$ cat src/rtl/retire_monitor_pkg.sv
// retire_monitor_pkg
// Shared definitions for the retire monitor: monitor state encoding and the
// default parameter values used by retire_monitor and its trace FIFO.
package retire_monitor_pkg;

  localparam int ADDR_W_DEF     = 32;
  localparam int INSTR_W_DEF    = 32;
  localparam int DEPTH_DEF      = 8;
  localparam int CNT_W_DEF      = 32;
  localparam int MAX_CYCLES_DEF = 10000;

  typedef enum logic [1:0] {
    ST_RUN   = 2'd0,
    ST_DRAIN = 2'd1,
    ST_DONE  = 2'd2,
    ST_TOUT  = 2'd3
  } mon_state_e;

endpackage

$ cat src/rtl/retire_monitor_trace_fifo.sv
// trace_fifo
// First-word fall-through FIFO holding retired-instruction trace entries.
// The head entry is read straight out of the storage registers, so a pushed
// entry shows up on data_o the cycle after the push and holds until popped.
// Ports:
//   clk     clock, rising edge
//   rst     synchronous active-high reset (pointers only; storage is data)
//   push_i  write data_i; ignored when full unless a pop happens this cycle
//   data_i  entry to write
//   pop_i   remove the head; ignored when empty
//   valid_o FIFO is not empty
//   full_o  FIFO holds DEPTH entries
//   data_o  head entry, zero while empty
module trace_fifo
  import retire_monitor_pkg::*;
#(
  parameter int WIDTH = 8,
  parameter int DEPTH = DEPTH_DEF
) (
  input  logic             clk,
  input  logic             rst,
  input  logic             push_i,
  input  logic [WIDTH-1:0] data_i,
  input  logic             pop_i,
  output logic             valid_o,
  output logic             full_o,
  output logic [WIDTH-1:0] data_o
);

  localparam int IDX_W = $clog2(DEPTH);

  // Pointers carry one extra wrap bit so full and empty are distinguishable.
  logic [IDX_W:0]   wr_q, wr_d, rd_q, rd_d;
  logic [WIDTH-1:0] mem_q [DEPTH];
  logic             empty, do_pop, do_push;

  assign empty   = (wr_q == rd_q);
  assign full_o  = (wr_q[IDX_W] != rd_q[IDX_W]) &&
                   (wr_q[IDX_W-1:0] == rd_q[IDX_W-1:0]);
  assign valid_o = !empty;
  assign do_pop  = pop_i && !empty;
  // A pop in the same cycle frees the slot a full FIFO needs for the push.
  assign do_push = push_i && (!full_o || do_pop);
  assign data_o  = empty ? '0 : mem_q[rd_q[IDX_W-1:0]];

  always_comb begin
    wr_d = wr_q;
    rd_d = rd_q;
    if (do_push) wr_d = wr_q + {{IDX_W{1'b0}}, 1'b1};
    if (do_pop)  rd_d = rd_q + {{IDX_W{1'b0}}, 1'b1};
  end

  always_ff @(posedge clk) begin
    if (rst) begin
      wr_q <= '0;
      rd_q <= '0;
    end else begin
      wr_q <= wr_d;
      rd_q <= rd_d;
    end
  end

  always_ff @(posedge clk) begin
    if (do_push) mem_q[wr_q[IDX_W-1:0]] <= data_i;
  end

endmodule

$ cat src/rtl/retire_monitor.sv
// retire_monitor
// Watches the writeback retire stream, counts cycles/retires/drops, queues a
// trace of retired instructions and detects program end (halt address) or a
// run-time limit.
// Ports:
//   clk, rstn                 clock; synchronous active-high reset
//   retire_valid/pc/instr     retiring instruction this cycle
//   halt_en, halt_pc          halt-address match enable and address
//   trace_valid/ready         trace head handshake
//   trace_pc/instr/seq        trace head entry (seq = retire index from 0)
//   cycle_count               cycles spent in RUN
//   retire_count, drop_count  accepted retires, retires lost to a full FIFO
//   halted, timeout           program finished and drained / limit reached
module retire_monitor
  import retire_monitor_pkg::*;
#(
  parameter int ADDR_W     = ADDR_W_DEF,
  parameter int INSTR_W    = INSTR_W_DEF,
  parameter int DEPTH      = DEPTH_DEF,
  parameter int CNT_W      = CNT_W_DEF,
  parameter int MAX_CYCLES = MAX_CYCLES_DEF
) (
  input  logic               clk,
  input  logic               rstn,
  input  logic               retire_valid,
  input  logic [ADDR_W-1:0]  retire_pc,
  input  logic [INSTR_W-1:0] retire_instr,
  input  logic               halt_en,
  input  logic [ADDR_W-1:0]  halt_pc,
  output logic               trace_valid,
  input  logic               trace_ready,
  output logic [ADDR_W-1:0]  trace_pc,
  output logic [INSTR_W-1:0] trace_instr,
  output logic [CNT_W-1:0]   trace_seq,
  output logic [CNT_W-1:0]   cycle_count,
  output logic [CNT_W-1:0]   retire_count,
  output logic [CNT_W-1:0]   drop_count,
  output logic               halted,
  output logic               timeout
);

  localparam int ENT_W = ADDR_W + INSTR_W + CNT_W;

  mon_state_e       state_q, state_d;
  logic [CNT_W-1:0] cycle_q, cycle_d, retire_q, retire_d, drop_q, drop_d;
  logic             fifo_valid, fifo_full;
  logic             pop, push, accept, room, halt_hit, tout_hit;
  logic [ENT_W-1:0] fifo_dout;

  function automatic logic [CNT_W-1:0] sat_inc(input logic [CNT_W-1:0] v);
    return (&v) ? v : v + CNT_W'(1);
  endfunction

  assign pop      = fifo_valid && trace_ready && !rstn;
  assign accept   = (state_q == ST_RUN) && retire_valid;
  assign room     = !fifo_full || pop;
  assign push     = accept && room && !rstn;
  assign halt_hit = accept && halt_en && (retire_pc == halt_pc);
  assign tout_hit = (cycle_q == CNT_W'(MAX_CYCLES - 1));

  always_comb begin
    state_d  = state_q;
    cycle_d  = cycle_q;
    retire_d = retire_q;
    drop_d   = drop_q;
    if (accept) begin
      retire_d = sat_inc(retire_q);
      if (!room) drop_d = sat_inc(drop_q);
    end
    case (state_q)
      ST_RUN: begin
        // Halt wins over timeout. The timeout cycle itself is not counted,
        // so cycle_count freezes at MAX_CYCLES-1.
        if (halt_hit) begin
          state_d = ST_DRAIN;
          cycle_d = sat_inc(cycle_q);
        end else if (tout_hit) begin
          state_d = ST_TOUT;
        end else begin
          cycle_d = sat_inc(cycle_q);
        end
      end
      ST_DRAIN: if (!fifo_valid) state_d = ST_DONE;
      default: ;
    endcase
  end

  always_ff @(posedge clk) begin
    if (rstn) begin
      state_q  <= ST_RUN;
      cycle_q  <= '0;
      retire_q <= '0;
      drop_q   <= '0;
    end else begin
      state_q  <= state_d;
      cycle_q  <= cycle_d;
      retire_q <= retire_d;
      drop_q   <= drop_d;
    end
  end

  trace_fifo #(
    .WIDTH (ENT_W),
    .DEPTH (DEPTH)
  ) u_fifo (
    .clk     (clk),
    .rst     (rstn),
    .push_i  (push),
    .data_i  ({retire_pc, retire_instr, retire_q}),
    .pop_i   (pop),
    .valid_o (fifo_valid),
    .full_o  (fifo_full),
    .data_o  (fifo_dout)
  );

  assign trace_valid                         = fifo_valid;
  assign {trace_pc, trace_instr, trace_seq}  = fifo_dout;
  assign cycle_count                         = cycle_q;
  assign retire_count                        = retire_q;
  assign drop_count                          = drop_q;
  assign halted                              = (state_q == ST_DONE);
  assign timeout                             = (state_q == ST_TOUT);

endmodule

$ cat config.mk
export PLATFORM = sky130hd
export DESIGN_NAME = retire_monitor
export DESIGN_NICKNAME = d
export VERILOG_FILES = /design/src/rtl/retire_monitor_pkg.sv /design/src/rtl/retire_monitor_trace_fifo.sv /design/src/rtl/retire_monitor.sv
export SDC_FILE = /design/constraint.sdc
export NUM_CORES = 1
export LEC_CHECK = 0
export BUFFER_PORTS_ARGS = -buffer_cell sky130_fd_sc_hd__clkbuf_2
export CORE_MARGIN = 8
export CORE_UTILIZATION = 30
export DETAILED_ROUTE_END_ITERATION = 16
export PLACE_DENSITY = 0.46
export REMOVE_ABC_BUFFERS = 1
export SLEW_MARGIN = 0
export SYNTH_ARGS = -nofsm -noshare
export SYNTH_HDL_FRONTEND = slang
export SYNTH_HIERARCHICAL = 1
export SYNTH_SLANG_ARGS = --single-unit
$ cat constraint.sdc
create_clock -name clk -period 13.8 [get_ports clk]
set_input_delay 2.76 -clock clk [delete_from_list [all_inputs] [get_ports clk]]
set_output_delay 2.76 -clock clk [all_outputs]
set_load 0.005 [all_outputs]
# --- Word level (Yosys, flattened, before mapping) ---
# Memory sizes are Yosys's and may differ from the RTL's. A register that Yosys moved wholly into a read port is not among the register bits.
# Cells that the tools add are included.
classes:
  n_addsub: 5
  eq_ne: 11
  mux: 12
  bitwise: 3
  n_reduce_logical: 24
op_table:
  columns: ["cell", "count"]
  rows:
  - ["32-bit by 1-bit adder with 32-bit output, second input constant", 3]
  - ["32-bit 2-to-1 mux", 3]
  - ["96-bit 2-to-1 mux", 1]
  - ["32-bit AND reduction", 3]
  - ["32-bit by 14-bit equality test with 1-bit output, second input constant", 1]
  - ["32-bit equality test", 1]
  - ["1-bit logical AND", 10]
  - ["4-bit by 1-bit adder with 4-bit output, second input constant", 2]
  - ["2-bit 2-to-1 mux", 3]
  - ["3-bit 2-to-1 mux", 2]
  - ["3-bit AND reduction", 2]
  - ["2-bit equality test, second input constant", 2]
  - ["4-bit equality test", 1]
  - ["2-bit case mux with 2 select lines", 1]
  - ["2-bit AND reduction", 2]
  - ["3-bit equality test", 1]
  - ["1-bit zero test", 3]
  - ["3-bit != test, second input constant", 1]
  - ["1-bit inverter", 3]
  - ["2-bit by 1-bit equality test with 1-bit output, second input constant", 1]
  - ["2-bit zero test", 1]
  - ["1-bit logical OR", 2]
  - ["1-bit 2-to-1 mux", 2]
  - ["2-bit by 1-bit != test with 1-bit output, second input constant", 1]
  - ["other kinds (3)", 3]
totals:
  ff_bits: 106
  ramBits: 768
  in_bits: 101
  output_inout_bits: 195
  wordCells: 62
  memories: 1
mem_list:
  columns: ["memory", "depth", "width", "rd", "rd_clocked_by_memory_dff", "write_ports", "line_no", "rtl"]
  rows:
  - ["u_fifo.mem_q", 8, 96, 1, 1, 1, "retire_monitor_trace_fifo.sv:34", "logic [WIDTH-1:0] mem_q [DEPTH];"]

# --- Logic depth before layout (Yosys ltp) ---
# Gate-level depths: netlist of run 1.
logic_depth:
  depth_word: 10
  depth_mapped: 11
  ltp_nobuf: 9

# --- Modules after synthesis ---
# Netlist of run 1, hierarchy kept.
by_module_without_submodules:
  columns: ["mod", "instances", "cells_per_inst", "area_per_inst_um2", "seq_area_each_um2"]
  rows:
  - ["trace_fifo", 1, 1291, 29716.0, 23282.3]
  - ["retire_monitor", 1, 637, 5301.3, 1961.9]

# --- Worst setup path after synthesis of run 1 ---
# OpenSTA, ideal clock, no wires.
synth_path:
  kind: "in2reg"
  start: "in rstn"
  end: "mem u_fifo/mem_q[0][0] (netlist bit), enable pin"
  setup_time_ns: 0.788
  t_arrival_ns: 13.104
  t_required_ns: 13.012
  slack_ns: -0.092
  cell_stages: 6
  n_path_buf: 3
  cell_sequence: "clkbuf_1 > clkbuf_1 > buf_1 > a211oi_1 > o21ai_0 > nor4_1"
synth_between:
  elab_chain_len: 8
  word_cells_on_any_way: 10
  cone_classes: "2 x mux; 8 x reduce/logical"
synth_rtl:
  columns: ["element", "line_no", "rtl"]
  rows:
  - ["from (decl)", "retire_monitor.sv:24", "input logic rstn,"]
  - ["1-bit zero test (*)", "retire_monitor.sv:54, retire_monitor.sv:57", null]
  - ["1-bit logical AND", "retire_monitor.sv:54", "assign pop = fifo_valid && trace_ready && !rstn;"]
  - ["1-bit logical OR", "retire_monitor.sv:56", "assign room = !fifo_full || pop;"]
  - ["1-bit logical AND", "retire_monitor.sv:57", "assign push = accept && room && !rstn;"]
  - ["1-bit logical AND (*)", "retire_monitor.sv:57", null]
  - ["net push", "retire_monitor.sv:47", "logic pop, push, accept, room, halt_hit, tout_hit;"]
  - ["1-bit logical AND (*)", "retire_monitor_trace_fifo.sv:43", "assign do_push = push_i && (!full_o || do_pop);"]
  - ["1-bit 2-to-1 mux (*)", "retire_monitor_trace_fifo.sv:64", "if (do_push) mem_q[wr_q[IDX_W-1:0]] <= data_i;"]
  - ["1-bit 2-to-1 mux (implied by the code) (*)", "retire_monitor_trace_fifo.sv:64", null]
  - ["to (decl)", "retire_monitor_trace_fifo.sv:34", null]
# The timed path passes the listed nets; every way through them passes the cells marked *.

==> results of run 1 <==
worst max-delay path by stage:
stage | to | slack (ps) | depth (start not counted)
floorplan | u_fifo/mem_q[0][0]$_DFFE_PP_ | 230 | 4
global placement | u_fifo/mem_q[5][34]$_DFFE_PP_ | 6540 | 7
detailed placement | u_fifo/mem_q[5][50]$_DFFE_PP_ | 6550 | 7
CTS | trace_instr[30] | 6890 | 6
global route | trace_instr[30] | 6720 | 6
finish | trace_instr[30] | 7150 | 6
power by group:
group	total (mW)	internal [mW]	switching, mW
clock	2.58	1.52	1.06
combinational	0.185	0.0657	0.119
sequential	2.91	2.90	0.00912
sequential cells by signal (all words and copies together) (netlist names), named ones only:
signal,cells
drop_count,32
u_fifo/mem_q,768
retire_count,32
state_q,2
u_fifo/wr_q,4
u_fifo/rd_q,4
cycle_count,32
cells by family after synthesis:
| kind of cell | count (synthesis) |
|---|---|
| buf+inv | 110 |
| xor+xnor | 100 |
| flops | 877 |
| simple gates | 454 |
| compound gates | 82 |
| fa+ha+maj | 5 |
| mux | 300 |
cell usage after synthesis, types with 8 or more instances:
| cell type | number |
|---|---|
| nand4_1 | 43 |
| nor2_1 | 186 |
| and4_1 | 15 |
| and3_1 | 16 |
| buf_2 | 22 |
| clkbuf_1 | 26 |
| xnor2_1 | 59 |
| mux4_2 | 192 |
| inv_1 | 13 |
| dfxtp_1 | 109 |
| nor4_1 | 19 |
| xor2_1 | 41 |
| o31ai_1 | 11 |
| or4_1 | 14 |
| nor3_1 | 20 |
| nand2_1 | 36 |
| o21ai_0 | 11 |
| nor2b_1 | 10 |
| buf_4 | 17 |
| edfxtp_1 | 768 |
| or3_1 | 8 |
| nand3_1 | 50 |
| mux2i_1 | 97 |
| a21oi_1 | 38 |
| buf_1 | 20 |
cell usage in the layout (no fill, tap or decap), types with 20 or more instances in the layout:
cell	instances
dfxtp_1	106
clkbuf_1	20
nor2_1	184
mux4_2	192
clkinv_1	20
clkbuf_16	101
xnor2_1	59
mux2i_1	97
xor2_1	41
a21oi_1	37
nand2_1	36
buf_4	33
nand3_1	50
nand4_1	43
clkbuf_2	294
edfxtp_1	768
routing by layer:
layer  global-route usage, %  wire (µm)  vias up
li1                        -          -     8401
met1                    18.5      39900     9868
met2                    22.9      43200      446
met3                    3.69       5540      115
met4                    3.46       1880        0
met5                       0          0        -
area by class of cell:
cell class / instances / area [µm²] / area share [%]
flip-flops and latches: 877 / 25300 / 60.9
clock buffers: 122 / 2620 / 6.31
multi-input cells: 941 / 9270 / 22.4
repair buffers: 328 / 1740 / 4.20
inverters: 14 / 52.6 / 0.127
clock inverters: 59 / 587 / 1.42
diodes: 3 / 7.51 / 0.0181
well taps: 1524 / 1910 / 4.60
per-stage QoR:
stage	power, mW	cells
finish	5.68	3868
global route	5.88	3865
CTS	5.77	3865
detailed placement	3.16	3684
global placement	3.15	3684
floorplan	3.06	1832
worst register-to-register path, stage by stage (launching register included):
cell and delay (ps):
dfxtp_1 620, xor2_1 280, nor4_4 80, buf_4 440
inv_1 430, nand3b_1 210, a211oi_1 590, o211ai_1 380
nor2_4 930, buf_4 630, buf_4 760
==> reports/results.ini, run 1 <==
[routing]
wl_per_cell_um = 23.4
drc_errors = 0
first_pass_iters = 5
vias = 18800
drt-total-wl_um = 90500
ant_nets = 0
dr.first_iter.drc_count = 1226
via_per_inst = 4.87

[synthesis]
synth_ff_type = edfxtp_1
synth-simple-area-share_pct = 6.66
seq_area_frac_synth_pct = 72.1
ys_top_cells_by_area = edfxtp_1, mux4_2, dfxtp_1
synth_compound_area_share_pct = 1.46
syn-instance-count = 1928
yosys_warnings = 6
netlist_area_um2 = 35000
ys_types = 60
synthAdderAreaFrac_pct = 0.179
ys_ff_latch = 877
muxShareOfSynthArea_pct = 15.5
synth_xor_area_share_pct = 2.50
synth_top_family_by_area = multiplexers
synth_top_cell_by_area = edfxtp_1
synth_edf_count = 768
ys_async_sr_fraction_pct = 0
syn_area_per_cell_um2 = 18.2
yosysTopAreaCellShare_pct = 65.9

[setup_path]
cpMaxStageDelayCell = buf_4
cp_slowest_stage_delay_ps = 800
r2r_cells = 10
path_buf_inv = 3
cp_top_family = buffers and inverters
start_kind = register
rrSetupSlack_ps = 8040
rr_endpoint = u_fifo/mem_q[6][45]$_DFFE_PP_
worstPathRequired_ps = 11040
crit_chain = buf_12, buf_4, mux4_2, mux2i_1, nor2_1, clkbuf_2
cp_max_fo = 113
crit_type = register to output pin
crit_arrival_ps = 3890
cp-end-kind = output pin
worstReg2RegStart = u_fifo/wr_q[2]$_SDFFE_PP0P_

[cts]
clkSinkCount = 877
tritoncts = built
cts_buffer_depth = 3
cts.repair.resized = 0
cts-htree-levels = 3
clk_latency_ps = 660
cts_buffers = 100
cts_root_buf = clkbuf_16
cts_setup_buffers = 0
clkTransAtPathRegs_ps = 60
hold_buffers = 0

[floorplan]
die-width_um = 358
die_h_um = 358
num_rows = 125
die-area_um2 = 128000
fp.coreArea_um2 = 116000
ios = 296
start_util_pct = 30.2

[timing]
min_period_over_period_pct = 48.2
finClkSkew_ps = 36.9
setup_tns_ps = 0
slew_violations = 0
period_needed_ps = 6650
hold_viol = 0
setup_viol = 0
hold-worst-slack_ps = 501
rsz0062_at_grt = no
worst_pin_slew_ps = 1140
max_freq_mhz = 150
max-slew-margin-rel_pct = 23.8
fin_ws_ps = 7150

[power_and_ir_drop]
ir_drop_v = 0.0000801
p_leak_nw = 13.0
p_per_area_nw_per_um2 = 137

[hold_path]
hold_path_class = register to register
worstHoldEndpoint = u_fifo/rd_q[3]$_SDFFE_PP0P_
min_path_cells = 2
worst_hold_startpoint = u_fifo/rd_q[3]$_SDFFE_PP0P_

[place]
numPortBuffers = 295
gp_congestion = 0.792
dp_slack_ps = 6550
placedInstanceArea_um2 = 38200
dp.final_hpwl_um = 53400

[grt]
antenna_found_initial = 3
grt_usage_pct = 14.0
grt_max_degree = 114
overflow = 0
grt_pass1_wl_um = 134000
grt_pass1_vias = 20200

[cells_and_area]
finalNetCount = 2368
final_cell_area_um2 = 41400
fill_cells = 11000
syn_to_final_growth_pct = 18.3
fin_util_pct = 35.7
post_route_cells_drive_above_1_share_pct = 29.9

[status]
status = finished clean

[flow_run]
cap_violations = 0

No activity file was read; power rests on OpenSTA's default activity.
==> inputs of run 2 (changes only) <==
clock period = 5.8 ns   (was 13.8 ns; I/O delays follow)
==> reports/results.ini, run 2 (same netlist as run 1, synthesis figures left out) <==
[routing]
via_per_inst = 4.84
dr.first_iter.drc_count = 1106
wl_per_cell_um = 23.0
drc_errors = 0
ant_nets = 0
drt-total-wl_um = 89100
vias = 18700
first_pass_iters = 5

[cells_and_area]
fill_cells = 11000
final_common_cell = edfxtp_1
syn_to_final_growth_pct = 18.4
regArea_um2 = 25300
multi_input_area_um2 = 9270
largest_register_ff_count = 768
finalNetCount = 2366
final_cell_mix = edfxtp_1, clkbuf_2, mux4_2, nor2_1, dfxtp_1
fin_util_pct = 35.7
post_route_cells_drive_above_1_share_pct = 29.7

[floorplan]
die-area_um2 = 128000
die_h_um = 358
die-width_um = 358
ios = 296
fp.coreArea_um2 = 116000
start_util_pct = 30.2
num_rows = 125

[cts]
cts.repair.resized = 0
clkSinkCount = 877
clk_latency_ps = 660
hold_buffers = 0
cts_buffer_depth = 3
clkTransAtPathRegs_ps = 60
tritoncts = built
cts_buffers = 98
cts-htree-levels = 3
cts_setup_buffers = 0
cts_root_buf = clkbuf_16

[flow_run]
cap_violations = 0

[timing]
finClkSkew_ps = 47.4
max_freq_mhz = 214
hold-worst-slack_ps = 491
worst_pin_slew_ps = 1110
period_needed_ps = 4680
rsz0062_at_grt = no
max-slew-margin-rel_pct = 25.2
hold_viol = 0
setup_viol = 0
min_period_over_period_pct = 80.7
slew_violations = 0

[grt]
top_usage_layer = met2
met1_usage_pct = 18.1
grt_pass1_wl_um = 133000
grt_pass1_vias = 20200
grt_max_degree = 98
use_met2_pct = 22.9
antenna_found_initial = 5
overflow = 0
grt_usage_pct = 13.8
use_met3_pct = 3.56

[setup_path]
start_kind = register
crit_type = register to output pin
crit_arrival_ps = 3520
cp-end-kind = output pin
worstPathRequired_ps = 4640
cp_max_fo = 72

[place]
dp.final_hpwl_um = 52200
numPortBuffers = 295
gp_congestion = 0.817

[power_and_ir_drop]
ir_drop_v = 0.000207
p_per_area_nw_per_um2 = 320
p_leak_nw = 13.0

[status]
status = finished clean

[hold_path]
hold_path_class = register to register

==> run 2: worst paths after layout <==
path | cells past startpoint | slack (ps) | endpoint | startpoint
max | 6 | 1120 | trace_seq[22] | u_fifo/wr_q[2]$_SDFFE_PP0P_
min | 2 | 490 | u_fifo/rd_q[3]$_SDFFE_PP0P_ | u_fifo/rd_q[3]$_SDFFE_PP0P_
max reg2reg | 8 | 2070 | u_fifo/mem_q[1][79]$_DFFE_PP_ | u_fifo/wr_q[2]$_SDFFE_PP0P_
min reg2reg | 2 | 490 | u_fifo/rd_q[3]$_SDFFE_PP0P_ | u_fifo/rd_q[3]$_SDFFE_PP0P_
==> run 2: layer usage <==
| metal | vias up | routed length (µm) |
|---|---|---|
| met3 | 128 | 5630 |
| met1 | 9760 | 38900 |
| met5 | - | 28 |
| met4 | 4 | 1740 |
| li1 | 8399 | - |
| met2 | 443 | 42800 |
==> run 2: critical path, stage by stage (launching register included) <==
cell,delay [ps]
dfxtp_1,580
xor2_1,180
nor4_4,300
buf_4,740
buf_4,570
nor2_1,140
clkbuf_2,150
==> run 2: report_power, final <==
group	internal [mW]	total [mW]	switching [mW]	leakage [nW]
Combinational	0.160	0.435	0.276	3.75
Sequential	6.90	6.92	0.0232	7.75
Clock	3.41	5.90	2.49	1.52
Total	10.5	13.3	2.79	13.0
==> run 2: cell type report <==
class	count	share of cell area, %
Sequential cell	877	60.9
Multi-Input combinational cell	941	22.4
Clock buffer	112	6.12
Tap cell	1524	4.60
Timing Repair Buffer	328	4.53
Clock inverter	70	1.35
Inverter	14	0.127
Antenna cell	1	0.00604
==> run 2: per-stage QoR <==
| step | area, µm² | total power [mW] | setup TNS [ps] | cells | setup slack (ps) |
|---|---|---|---|---|---|
| 5_1_grt | 41500 | 13.7 | 0 | 3866 | 869 |
| 3_5_place_dp | 38400 | 7.51 | 0 | 3684 | 1720 |
| 3_3_place_gp | 38400 | 7.50 | 0 | 3684 | 1780 |
| 4_1_cts | 41500 | 13.5 | 0 | 3866 | 1030 |
| 6_report | 41500 | 13.3 | 0 | 3867 | 1120 |
| 2_1_floorplan | 34500 | 7.27 | -3180080 | 1832 | -6410 |
==> inputs of run 3 (changes only) <==
PLACE_DENSITY = 0.45   (was 0.46)
clock period = 4.41 ns   (was 5.8 ns; I/O delays follow)
==> reports/results.ini, run 3 (same netlist as run 1, synthesis figures left out) <==
[routing]
ant_nets = 0
first_pass_iters = 5
dr.first_iter.drc_count = 1216
wl_per_cell_um = 23.1
vias = 18800
highest_layer = met5
via_per_inst = 4.85
drt-met1-wl_um = 39300
drc_errors = 0
wl_met2_um = 42300
drt-total-wl_um = 89500
wl_met3_um = 6030

[floorplan]
die-width_um = 358
die-area_um2 = 128000
start_util_pct = 30.2
num_rows = 125
ios = 296
die_h_um = 358
fp.coreArea_um2 = 116000

[cells_and_area]
multi_input_area_um2 = 9270
finalNetCount = 2382
largest_register_ff_count = 768
fill_cells = 11000
regArea_um2 = 25300
final_cell_mix = edfxtp_1, clkbuf_2, mux4_2, nor2_1, dfxtp_1
post_route_cells_drive_above_1_share_pct = 30.0
final_common_cell = edfxtp_1
syn_to_final_growth_pct = 19.4

[power_and_ir_drop]
combPwrFrac_pct = 3.3
ir_drop_v = 0.000287
p_leak_nw = 13.2
p_int_mw = 14.0
p_switching_mw = 3.68
seqPwrFrac_pct = 51.4
power.share.clock_pct = 45.3
p_per_area_nw_per_um2 = 424
power_mw = 17.7
swShare_pct = 20.8

[cts]
hold_buffers = 0
cts.repair.resized = 0
cts_setup_buffers = 0
clkTransAtPathRegs_ps = 50
cts_buffers = 98
clkSinkCount = 877
cts-htree-levels = 3
cts_root_buf = clkbuf_16
clk_latency_ps = 660
tritoncts = built
cts_buffer_depth = 3

[timing]
max-slew-margin-rel_pct = 26.9
slew_violations = 0
max_freq_mhz = 263
min_period_over_period_pct = 86.2
hold_viol = 0
period_needed_ps = 3800
rsz0062_at_grt = no
finClkSkew_ps = 24.7
setup_viol = 0
fin_ws_ps = 607
worst_pin_slew_ps = 1090

[place]
numPortBuffers = 295
dp_slack_ps = 798
dp.final_hpwl_um = 53300
gp_congestion = 0.785

[grt]
grt_usage_pct = 13.8
grt_pass1_wl_um = 133000
antenna_found_initial = 1
grt_max_degree = 102
grt_pass1_vias = 20200
overflow = 0

[setup_path]
worstPathRequired_ps = 3530
start_kind = register
crit_type = register to output pin
crit_arrival_ps = 2920
cp-end-kind = output pin
cp_max_fo = 47

[hold_path]
hold_path_class = register to register

[status]
status = finished clean

[flow_run]
cap_violations = 0

## run 3: cell types whose count changed in the layout (fill, tap and decap cells not counted)
cell	change
bufinv_16	+4
clkbuf_1	+13
clkbuf_16	+1
clkinv_2	-5
clkinv_4	-3
inv_6	+3
clkinv_16	-2
clkinv_1	-10
buf_12	+13
clkbuf_8	-1
buf_4	+3
## run 3: area by class of cell
| type | instances | area share (%) |
|---|---|---|
| Clock inverter | 57 | 1.33 |
| Clock buffer | 125 | 6.21 |
| Antenna cell | 1 | 0.00599 |
| Sequential cell | 877 | 60.4 |
| Tap cell | 1524 | 4.56 |
| Multi-Input combinational cell | 941 | 22.2 |
| Timing Repair Buffer | 344 | 5.17 |
| Inverter | 14 | 0.126 |
## run 3: metal layers
metal  vias up  GRT usage, %
met1      9839          18.2
met5         -             0
met4         2          3.79
met3       117          3.99
li1       8411             -
met2       453          22.3
## run 3: worst paths after layout
check / start / endpoint / slack (ps) / cells after the start
worst min register to register: u_fifo/rd_q[3]$_SDFFE_PP0P_ / u_fifo/rd_q[3]$_SDFFE_PP0P_ / 500 / 2
worst max-delay path: register / trace_instr[1] / 610 / 5
worst min-delay path: u_fifo/rd_q[3]$_SDFFE_PP0P_ / u_fifo/rd_q[3]$_SDFFE_PP0P_ / 500 / 2
worst max register to register: u_fifo/wr_q[2]$_SDFFE_PP0P_ / u_fifo/mem_q[0][58]$_DFFE_PP_ / 1030 / 9
## run 3: metrics by stage
step	cells	util [%]	area, µm²	hold WS [ps]	TNS [ps]
finish	3883	36.0	41800	495	0
detailed placement	3700	33.3	38600	492	0
global route	3882	36.0	41800	482	0
floorplan	1832	-	34500	457	-4418020
CTS	3882	36.0	41800	451	0
global placement	3700	33.3	38600	471	0
## run 3: power groups by stage
stage,Sequential [mW],Combinational (mW),Clock [mW]
after floorplan,9.30,0.261,0
after global placement,9.27,0.599,0
after detailed placement,9.27,0.610,0
after CTS,9.10,0.611,8.29
after global routing,9.10,0.644,8.63
final,9.10,0.583,8.03
## run 3: critical path, cell delays in order (launching register included)
cell	delay, ps
dfxtp_4	650
buf_12	390
mux4_2	570
mux2i_1	290
nor2_1	110
clkbuf_2	150
